===== config.mk =====
export PLATFORM = sky130hd
export DESIGN_NAME = random_delay_timer_flat
export DESIGN_NICKNAME = d
export VERILOG_FILES = /design/src/rtl/random_delay_timer_if.sv /design/src/rtl/random_delay_timer.sv /design/src/flat_wrapper.sv
export SDC_FILE = /design/constraint.sdc
export NUM_CORES = 1
export LEC_CHECK = 0
export ABC_AREA = 1
export CORE_MARGIN = 4
export CORE_UTILIZATION = 45
export CTS_CLUSTER_DIAMETER = 30
export CTS_CLUSTER_SIZE = 20
export DETAILED_ROUTE_END_ITERATION = 8
export PLACE_DENSITY = 0.69
export SYNTH_ARGS = -nofsm -noshare
export SYNTH_HDL_FRONTEND = slang
export SYNTH_SLANG_ARGS = --single-unit

===== constraint.sdc =====
create_clock -name clk -period 2.8 [get_ports clk]
set_input_delay 0.56 -clock clk [delete_from_list [all_inputs] [get_ports clk]]
set_output_delay 0.56 -clock clk [all_outputs]
set_load 0.1 [all_outputs]

===== src/rtl/random_delay_timer_if.sv =====
// Control/status bundle between the reaction-timer FSM and the random delay timer.
// The master side requests waits; the slave side (the timer) reports progress.
interface random_delay_timer_if;
    logic        start;
    logic        abort;
    logic [15:0] rnd;
    logic        busy;
    logic        expired;
    logic [15:0] remaining;

    modport master (
        output start,
        output abort,
        output rnd,
        input  busy,
        input  expired,
        input  remaining
    );

    modport slave (
        input  start,
        input  abort,
        input  rnd,
        output busy,
        output expired,
        output remaining
    );
endinterface


===== src/rtl/random_delay_timer.sv =====
// Turns a clamped random value into a wait of that many millisecond ticks,
// ending with a one-cycle expiry pulse.
module random_delay_timer #(
    parameter int unsigned TICK_DIV = 50000,
    parameter int unsigned MIN_DLY  = 2000,
    parameter int unsigned MAX_DLY  = 15000
) (
    input  logic                 clk,
    input  logic                 areset_n,
    random_delay_timer_if.slave  bus
);

    localparam int unsigned PW       = $clog2(TICK_DIV);
    localparam logic [PW-1:0] TickLast = PW'(TICK_DIV - 1);
    localparam logic [15:0]   MinDly   = 16'(MIN_DLY);
    localparam logic [15:0]   MaxDly   = 16'(MAX_DLY);

    typedef enum logic [0:0] {StIdle, StCount} state_e;

    state_e        state_q;
    logic [PW-1:0] presc_q;
    logic [15:0]   remaining_q;
    logic          busy_q;
    logic          expired_q;
    logic [15:0]   rnd_clamped;

    always_comb begin
        rnd_clamped = bus.rnd;
        if (bus.rnd < MinDly) begin
            rnd_clamped = MinDly;
        end else if (bus.rnd > MaxDly) begin
            rnd_clamped = MaxDly;
        end
    end

    always_ff @(posedge clk or negedge areset_n) begin
        if (!areset_n) begin
            state_q     <= StIdle;
            presc_q     <= '0;
            remaining_q <= '0;
            busy_q      <= 1'b0;
            expired_q   <= 1'b0;
        end else begin
            expired_q <= 1'b0;
            unique case (state_q)
                StIdle: begin
                    if (bus.start && !bus.abort) begin
                        remaining_q <= rnd_clamped;
                        presc_q     <= '0;
                        busy_q      <= 1'b1;
                        state_q     <= StCount;
                    end
                end
                StCount: begin
                    // abort wins even over the final tick, so no pulse escapes
                    if (bus.abort) begin
                        remaining_q <= '0;
                        presc_q     <= '0;
                        busy_q      <= 1'b0;
                        state_q     <= StIdle;
                    end else if (presc_q == TickLast) begin
                        presc_q <= '0;
                        if (remaining_q == 16'd1) begin
                            remaining_q <= '0;
                            expired_q   <= 1'b1;
                            busy_q      <= 1'b0;
                            state_q     <= StIdle;
                        end else begin
                            remaining_q <= remaining_q - 16'd1;
                        end
                    end else begin
                        presc_q <= presc_q + 1'b1;
                    end
                end
                default: state_q <= StIdle;
            endcase
        end
    end

    assign bus.busy      = busy_q;
    assign bus.expired   = expired_q;
    assign bus.remaining = remaining_q;

endmodule


===== src/flat_wrapper.sv =====
// flat-port wrapper written by rule: the top's interface ports become plain ports
module random_delay_timer_flat 
#(
    parameter int unsigned TICK_DIV = 50000,
    parameter int unsigned MIN_DLY  = 2000,
    parameter int unsigned MAX_DLY  = 15000
)
  (clk, areset_n, bus_start, bus_abort, bus_rnd, bus_busy, bus_expired, bus_remaining);
  random_delay_timer_if bus_i ();
  input  logic clk;
  input  logic areset_n;
  input wire logic [$bits(bus_i.start)-1:0] bus_start;
  input wire logic [$bits(bus_i.abort)-1:0] bus_abort;
  input wire logic [$bits(bus_i.rnd)-1:0] bus_rnd;
  output wire logic [$bits(bus_i.busy)-1:0] bus_busy;
  output wire logic [$bits(bus_i.expired)-1:0] bus_expired;
  output wire logic [$bits(bus_i.remaining)-1:0] bus_remaining;
  assign bus_i.start = bus_start;
  assign bus_i.abort = bus_abort;
  assign bus_i.rnd = bus_rnd;
  assign bus_busy = bus_i.busy;
  assign bus_expired = bus_i.expired;
  assign bus_remaining = bus_i.remaining;
  random_delay_timer #(.TICK_DIV(TICK_DIV), .MIN_DLY(MIN_DLY), .MAX_DLY(MAX_DLY)) u_core (.clk(clk), .areset_n(areset_n), .bus(bus_i));
endmodule

==> results.json, run 1 <==
{
  "portBuffers": 37,
  "cp.buffers_inverters": 1,
  "clockBufferDepth": 2,
  "setup.worst_path.end_class": "flip-flop",
  "drtIter0Drc": 171,
  "clock_sinks": 35,
  "critPathLaunchType": "primary input",
  "syn_area_um2": 2474,
  "arrival_ns": 2.19,
  "required_ns": 2.98,
  "drive_gt1_frac": 0.1753,
  "synth_edf_count": 0,
  "place_ws_ns": 0.5232,
  "slew_viol_final": 0,
  "max_freq_ghz": 0.4987,
  "wl_per_cell_um": 12.90,
  "final_cell_area_um2": 2928,
  "ios": 38,
  "num_rows": 26,
  "grt_antenna_before_repair": 0,
  "tns_ns": 0,
  "critPathKind": "in -> reg",
  "grt_pass1_wl_um": 10380,
  "maxCapViolations": 0,
  "hold_class": "reg -> reg",
  "critPathMaxStageDelay_ns": 0.48,
  "htree_levels": 2,
  "power_density_nw_per_um2": 634.3,
  "ant_nets": 0,
  "grt_max_degree": 36,
  "core_region_area_um2": 5205,
  "placed_cell_area_um2": 2843,
  "die_w_um": 82.14,
  "slowest_stage": "clkdlybuf4s50_1",
  "critPathMaxFanout": 12,
  "syn_to_final_growth_pct": 18.36,
  "grt_pass1_vias": 2257,
  "clock_latency_ns": 0.29,
  "fin_skew_ns": 0.002899,
  "routed_wl_um": 5909,
  "cp_cell_sequence": "clkdlybuf4s50_1 > or2_1 > nor3_1 > nand3_1 > nand2_1 > nand2_1 > nand2_1 > nand2_1 > nand2_1 > nand2_1",
  "async_flop_share": 1.000,
  "antennaDiodeCount": 0,
  "cts_resized": 0,
  "dieArea_um2": 6747,
  "post_cts_buffers": 0,
  "route.detailed.drc": 0,
  "hold_buffers": 0,
  "initial_utilization": 0.4752,
  "overflow": 0,
  "synth_nets": 370,
  "rsz0062_at_grt": "no",
  "hold_viol_final": 0,
  "synth-seq-cells": 35,
  "critPathTopFamily": "simple AND/OR/NAND/NOR gates",
  "final_util": 0.5625,
  "post-route-period-util": 0.7161,
  "detail_route.vias_per_cell": 5.142,
  "worst_slack_ns": 0.7949,
  "fillers": 518,
  "synth_cells": 347,
  "min_period_ns": 2.005,
  "synthFlopType": "dfrtp_1",
  "synth.avg_cell_area_um2": 7.129,
  "p_leak_nw": 1.301,
  "yosysUniqueCellTypes": 38,
  "ys_warn_count": 0,
  "place.gp.congestion": 0.9402,
  "num_vias": 2355,
  "cts_tree": "yes",
  "cts_buffers": 5,
  "cts-root-buf": "clkbuf_8",
  "ys_seq_area_frac": 0.3541,
  "clk_pin_slew_worst_paths_ns": 0.07,
  "finalPower_mw": 1.857,
  "place_hpwl_um": 4420,
  "die_y_um": 82.14,
  "ir_worst_vdd_uv": 452.0,
  "finalSetupViolCount": 0,
  "grtUsageTotal": 0.1995,
  "design.final.nets": 410,
  "maxSlewHeadroom": 0.6862,
  "worst_slew_pin_slew_ns": 0.4707,
  "status": "finished, final reports clean",
  "dr.pass1.iters": 4,
  "crit_top_cell": "nand2_1"
}
==> layout by cell type, fill, tap and decap left out, drive strengths merged <==
cell,n
o21ai,22
nor2,58
clkbuf,6
o21bai,1
o311ai,1
nand3,28
clkinv,1
nand4,5
o21a,1
inv,46
dfrtp,35
xnor2,2
clkdlybuf4s50,19
buf,20
a31oi,3
o22ai,5
a32o,1
nor3,7
and2,1
a22oi,5
xor2,5
ha,3
or2,3
a21oi,24
clkinvlp,1
nand2,85
==> kinds of logic after synthesis <==
logic type	count (synthesis)	share of synthesized area
fa+ha+maj	3	0.01518
simple gates	187	0.3480
xor+xnor	7	0.02479
buf+inv	52	0.09560
compound gates	63	0.1624
flops	35	0.3541
==> worst register-to-register path: cells and delay by family (launching register included) <==
family / cells / cell delay (ns)
simple gates: 8 / 0.86
flops: 1 / 0.42
fa+ha+maj: 1 / 0.23
buf+inv: 1 / 0.14
compound gates: 1 / 0.12
==> final cells by class <==
type	count	area, µm²	area share
multi-input combinational	260	1361	0.4650
sequential	35	875.8	0.2991
timing repair buffer	39	340.3	0.1162
inverter	46	177.7	0.06068
tap	70	87.58	0.02991
clock buffer	6	72.57	0.02479
clock inverter	2	12.51	0.004274
==> Yosys cell counts (2+ instances only) <==
cell type / count / share of area
nand2_1: 79 / 0.12
nor2_1: 43 / 0.065
inv_1: 42 / 0.064
dfrtp_1: 35 / 0.35
nand3_1: 26 / 0.053
o21ai_0: 19 / 0.038
a21oi_1: 18 / 0.036
nor2_2: 13 / 0.033
a21oi_2: 6 / 0.021
nor3_1: 6 / 0.012
nand4_1: 5 / 0.013
o22ai_1: 5 / 0.013
xor2_1: 5 / 0.018
a22oi_2: 4 / 0.020
a31oi_1: 3 / 0.0076
ha_1: 3 / 0.015
inv_2: 3 / 0.0046
nand2_2: 3 / 0.0076
nand2_4: 3 / 0.014
o21ai_1: 3 / 0.0061
buf_6: 2 / 0.0091
nand3_2: 2 / 0.0081
nor2_4: 2 / 0.0091
or2_2: 2 / 0.0051
xnor2_1: 2 / 0.0071
==> registers in the layout (all words and copies together), names as in the netlist <==
signal / count
u_core.bus.remaining: 16
u_core.bus.busy: 1
u_core.state_q: 1
u_core.bus.expired: 1
u_core.presc_q: 16
==> layer usage <==
layer | global-route usage | part of all wire
met3 | 0.03796 | 0.053
met1 | 0.2798 | 0.50
met5 | 0 | 0
met2 | 0.3142 | 0.44
met4 | 0.05482 | 0.011
==> worst paths after layout <==
path,startpoint,to,slack (ns),cells past startpoint
worst max-delay path,bus_rnd[6],u_core.bus.remaining[13],0.79,10
worst min-delay path,u_core.bus.busy,u_core.bus.busy,0.49,2
worst max register to register,u_core.bus.remaining[0],u_core.bus.remaining[12],0.95,11
worst min register to register,u_core.bus.busy,u_core.bus.busy,0.49,2
max in group asynchronous,areset_n,u_core.presc_q[4],1.78,2
min in group asynchronous,areset_n,u_core.bus.remaining[9],0.68,2
==> through the flow <==
| stage | cells | hold slack [ns] |
|---|---|---|
| after floorplan | 347 | 0.2644 |
| after global placement | 450 | 0.4702 |
| after detailed placement | 450 | 0.4897 |
| after CTS | 458 | 0.5066 |
| after global routing | 458 | 0.5491 |
| final | 458 | 0.4906 |
==> power by group <==
part | switching [mW] | internal, mW
registers | 0.0848 | 0.562
logic | 0.630 | 0.211
clock network | 0.195 | 0.174
total | 0.910 | 0.947
Note: power is estimated with default switching activity, not from simulation.
==> inputs of run 2 (changes only) <==
==> constraint.sdc (replaced) <==
create_clock -name clk -period 2.1 [get_ports clk]
set_input_delay 0.42 -clock clk [delete_from_list [all_inputs] [get_ports clk]]
set_output_delay 0.42 -clock clk [all_outputs]
set_load 0.1 [all_outputs]
==> run 2 against run 1 <==
Compared with the run above: count of clock-buffer cells in the layout stayed put; non-clock buffer count rose by 12; clock skew rose by 0.0017 ns; utilization is 1.8 points higher; global-route usage is 0.48 points higher; die area is the same; worst setup slack got worse by 0.54 ns; critical path type is now reg -> reg.
==> results.json, run 2 (synthesized netlist as in run 1, its figures left out) <==
{
  "status": "finished, final reports clean",
  "r2r-end": "u_core.bus.remaining[12]",
  "grt_antenna_before_repair": 0,
  "dr.pass1.iters": 5,
  "min_path_cells": 2,
  "routed.top_layer": "met4",
  "portBuffers": 37,
  "clock_sinks": 35,
  "ant_nets": 0,
  "slowest_stage": "dfrtp_2",
  "arrival_ns": 2.03,
  "die_w_um": 82.14,
  "cts_resized": 0,
  "clock_latency_ns": 0.29,
  "regArea_um2": 878.3,
  "htree_levels": 2,
  "cp_cell_sequence": "inv_1 > ha_1 > nand2_1 > nor2_2 > nand2_1 > nor2_1 > nand2_1 > nand3_2 > nand2_1 > a21oi_2 > nor2_2",
  "overflow": 0,
  "critPathMaxFanout": 4,
  "final_cell_mix": "nand2_1 (79), nor2_1 (43), inv_1 (42), dfrtp_1 (33), buf_4 (32)",
  "grt_pass1_wl_um": 10670,
  "critPathMaxStageDelay_ns": 0.43,
  "setup.worst_path.end_class": "flip-flop",
  "layout.cells.most_common": "nand2_1",
  "cp.buffers_inverters": 1,
  "r2r_slack_ns": 0.26,
  "final_util": 0.5803,
  "design.final.nets": 422,
  "drtIter0Drc": 150,
  "rsz0062_at_grt": "no",
  "max_freq_ghz": 0.5427,
  "hold_viol_final": 0,
  "drive_gt1_frac": 0.2050,
  "num_vias": 2386,
  "dieArea_um2": 6747,
  "critPathTopFamily": "simple AND/OR/NAND/NOR gates",
  "clk_pin_slew_worst_paths_ns": 0.08,
  "detail_route.vias_per_cell": 5.077,
  "place.gp.congestion": 0.8852,
  "ir_worst_vdd_uv": 519.8,
  "hold_buffers": 0,
  "maxCapViolations": 0,
  "antennaDiodeCount": 0,
  "p_leak_nw": 1.356,
  "routed_wl_um": 6089,
  "regToRegStartpoint": "u_core.bus.remaining[0]",
  "cts-root-buf": "clkbuf_8",
  "place_ws_ns": 0.05841,
  "cts_buffers": 5,
  "post_cts_buffers": 0,
  "critPathKind": "reg -> reg",
  "post-route-period-util": 0.8774,
  "cts_tree": "yes",
  "ios": 38,
  "multi_input_comb_area_um2": 1361,
  "fin_skew_ns": 0.004570,
  "place_hpwl_um": 4613,
  "power_density_nw_per_um2": 829.1,
  "core_region_area_um2": 5205,
  "required_ns": 2.29,
  "initial_utilization": 0.4752,
  "hp-start": "u_core.bus.busy",
  "die_y_um": 82.14,
  "met3WireLength_um": 314,
  "critPathLaunchType": "flip-flop",
  "tns_ns": 0,
  "hold_class": "reg -> reg",
  "met2_length_um": 2704,
  "finalSetupViolCount": 0,
  "slew_viol_final": 0,
  "wl_per_cell_um": 12.96,
  "clockBufferDepth": 2,
  "grt_max_degree": 36,
  "worstRegToRegCells": 11,
  "fillers": 526,
  "grt_pass1_vias": 2313,
  "m1WireLength_um": 2971,
  "grtUsageTotal": 0.2043,
  "syn_to_final_growth_pct": 22.10,
  "min_period_ns": 1.843,
  "num_rows": 26,
  "route.detailed.drc": 0,
  "worst_slack_ns": 0.2574,
  "crit_top_cell": "nand2_1",
  "hold_path_end": "u_core.bus.busy",
  "worst_slew_pin_slew_ns": 0.4695,
  "worstSetupPathDepth": 11,
  "maxSlewHeadroom": 0.6870
}
## run 2: report_power, final
part | switching (mW) | internal (mW)
Sequential | 0.110 | 0.752
Clock | 0.258 | 0.232
Combinational | 0.847 | 0.305
Total | 1.22 | 1.29
## run 2: tightest hold or removal path: stages, from the launching register on
cell and delay (ns):
dfrtp_1 0.35, o21ai_1 0.06, nand2_1 0.05
## run 2: area by class of cell
cell class	count	area share
Sequential cell	35	0.2908
Tap cell	70	0.02900
Clock inverter	2	0.004142
Multi-Input combinational cell	260	0.4507
Timing Repair Buffer	51	0.1425
Inverter	46	0.05882
Clock buffer	6	0.02403
## run 2: through the flow
step / hold slack [ns] / cells / total power [mW] / instance area (µm²)
detailed placement: 0.4767 / 462 / 2.031 / 2935
finish: 0.4889 / 470 / 2.504 / 3020
CTS: 0.4949 / 470 / 2.526 / 3020
global route: 0.5330 / 470 / 2.650 / 3020
global placement: 0.4680 / 462 / 2.022 / 2935
floorplan: 0.1244 / 347 / 1.746 / 2476
## run 2: routing by layer
layer / vias up / global-route usage
met5: - / 0
met4: 0 / 0.07143
met3: 10 / 0.04989
met2: 54 / 0.3183
met1: 1092 / 0.2764
li1: 1230 / -
## run 2: worst max-delay path by stage
stage                            start                  endpoint
2_1_floorplan  u_core.bus.remaining[2]  u_core.bus.remaining[12]
3_3_place_gp                bus_rnd[9]  u_core.bus.remaining[10]
3_5_place_dp                bus_rnd[9]   u_core.bus.remaining[8]
4_1_cts        u_core.bus.remaining[0]  u_core.bus.remaining[12]
6_report       u_core.bus.remaining[0]  u_core.bus.remaining[12]
5_1_grt        u_core.bus.remaining[1]  u_core.bus.remaining[12]
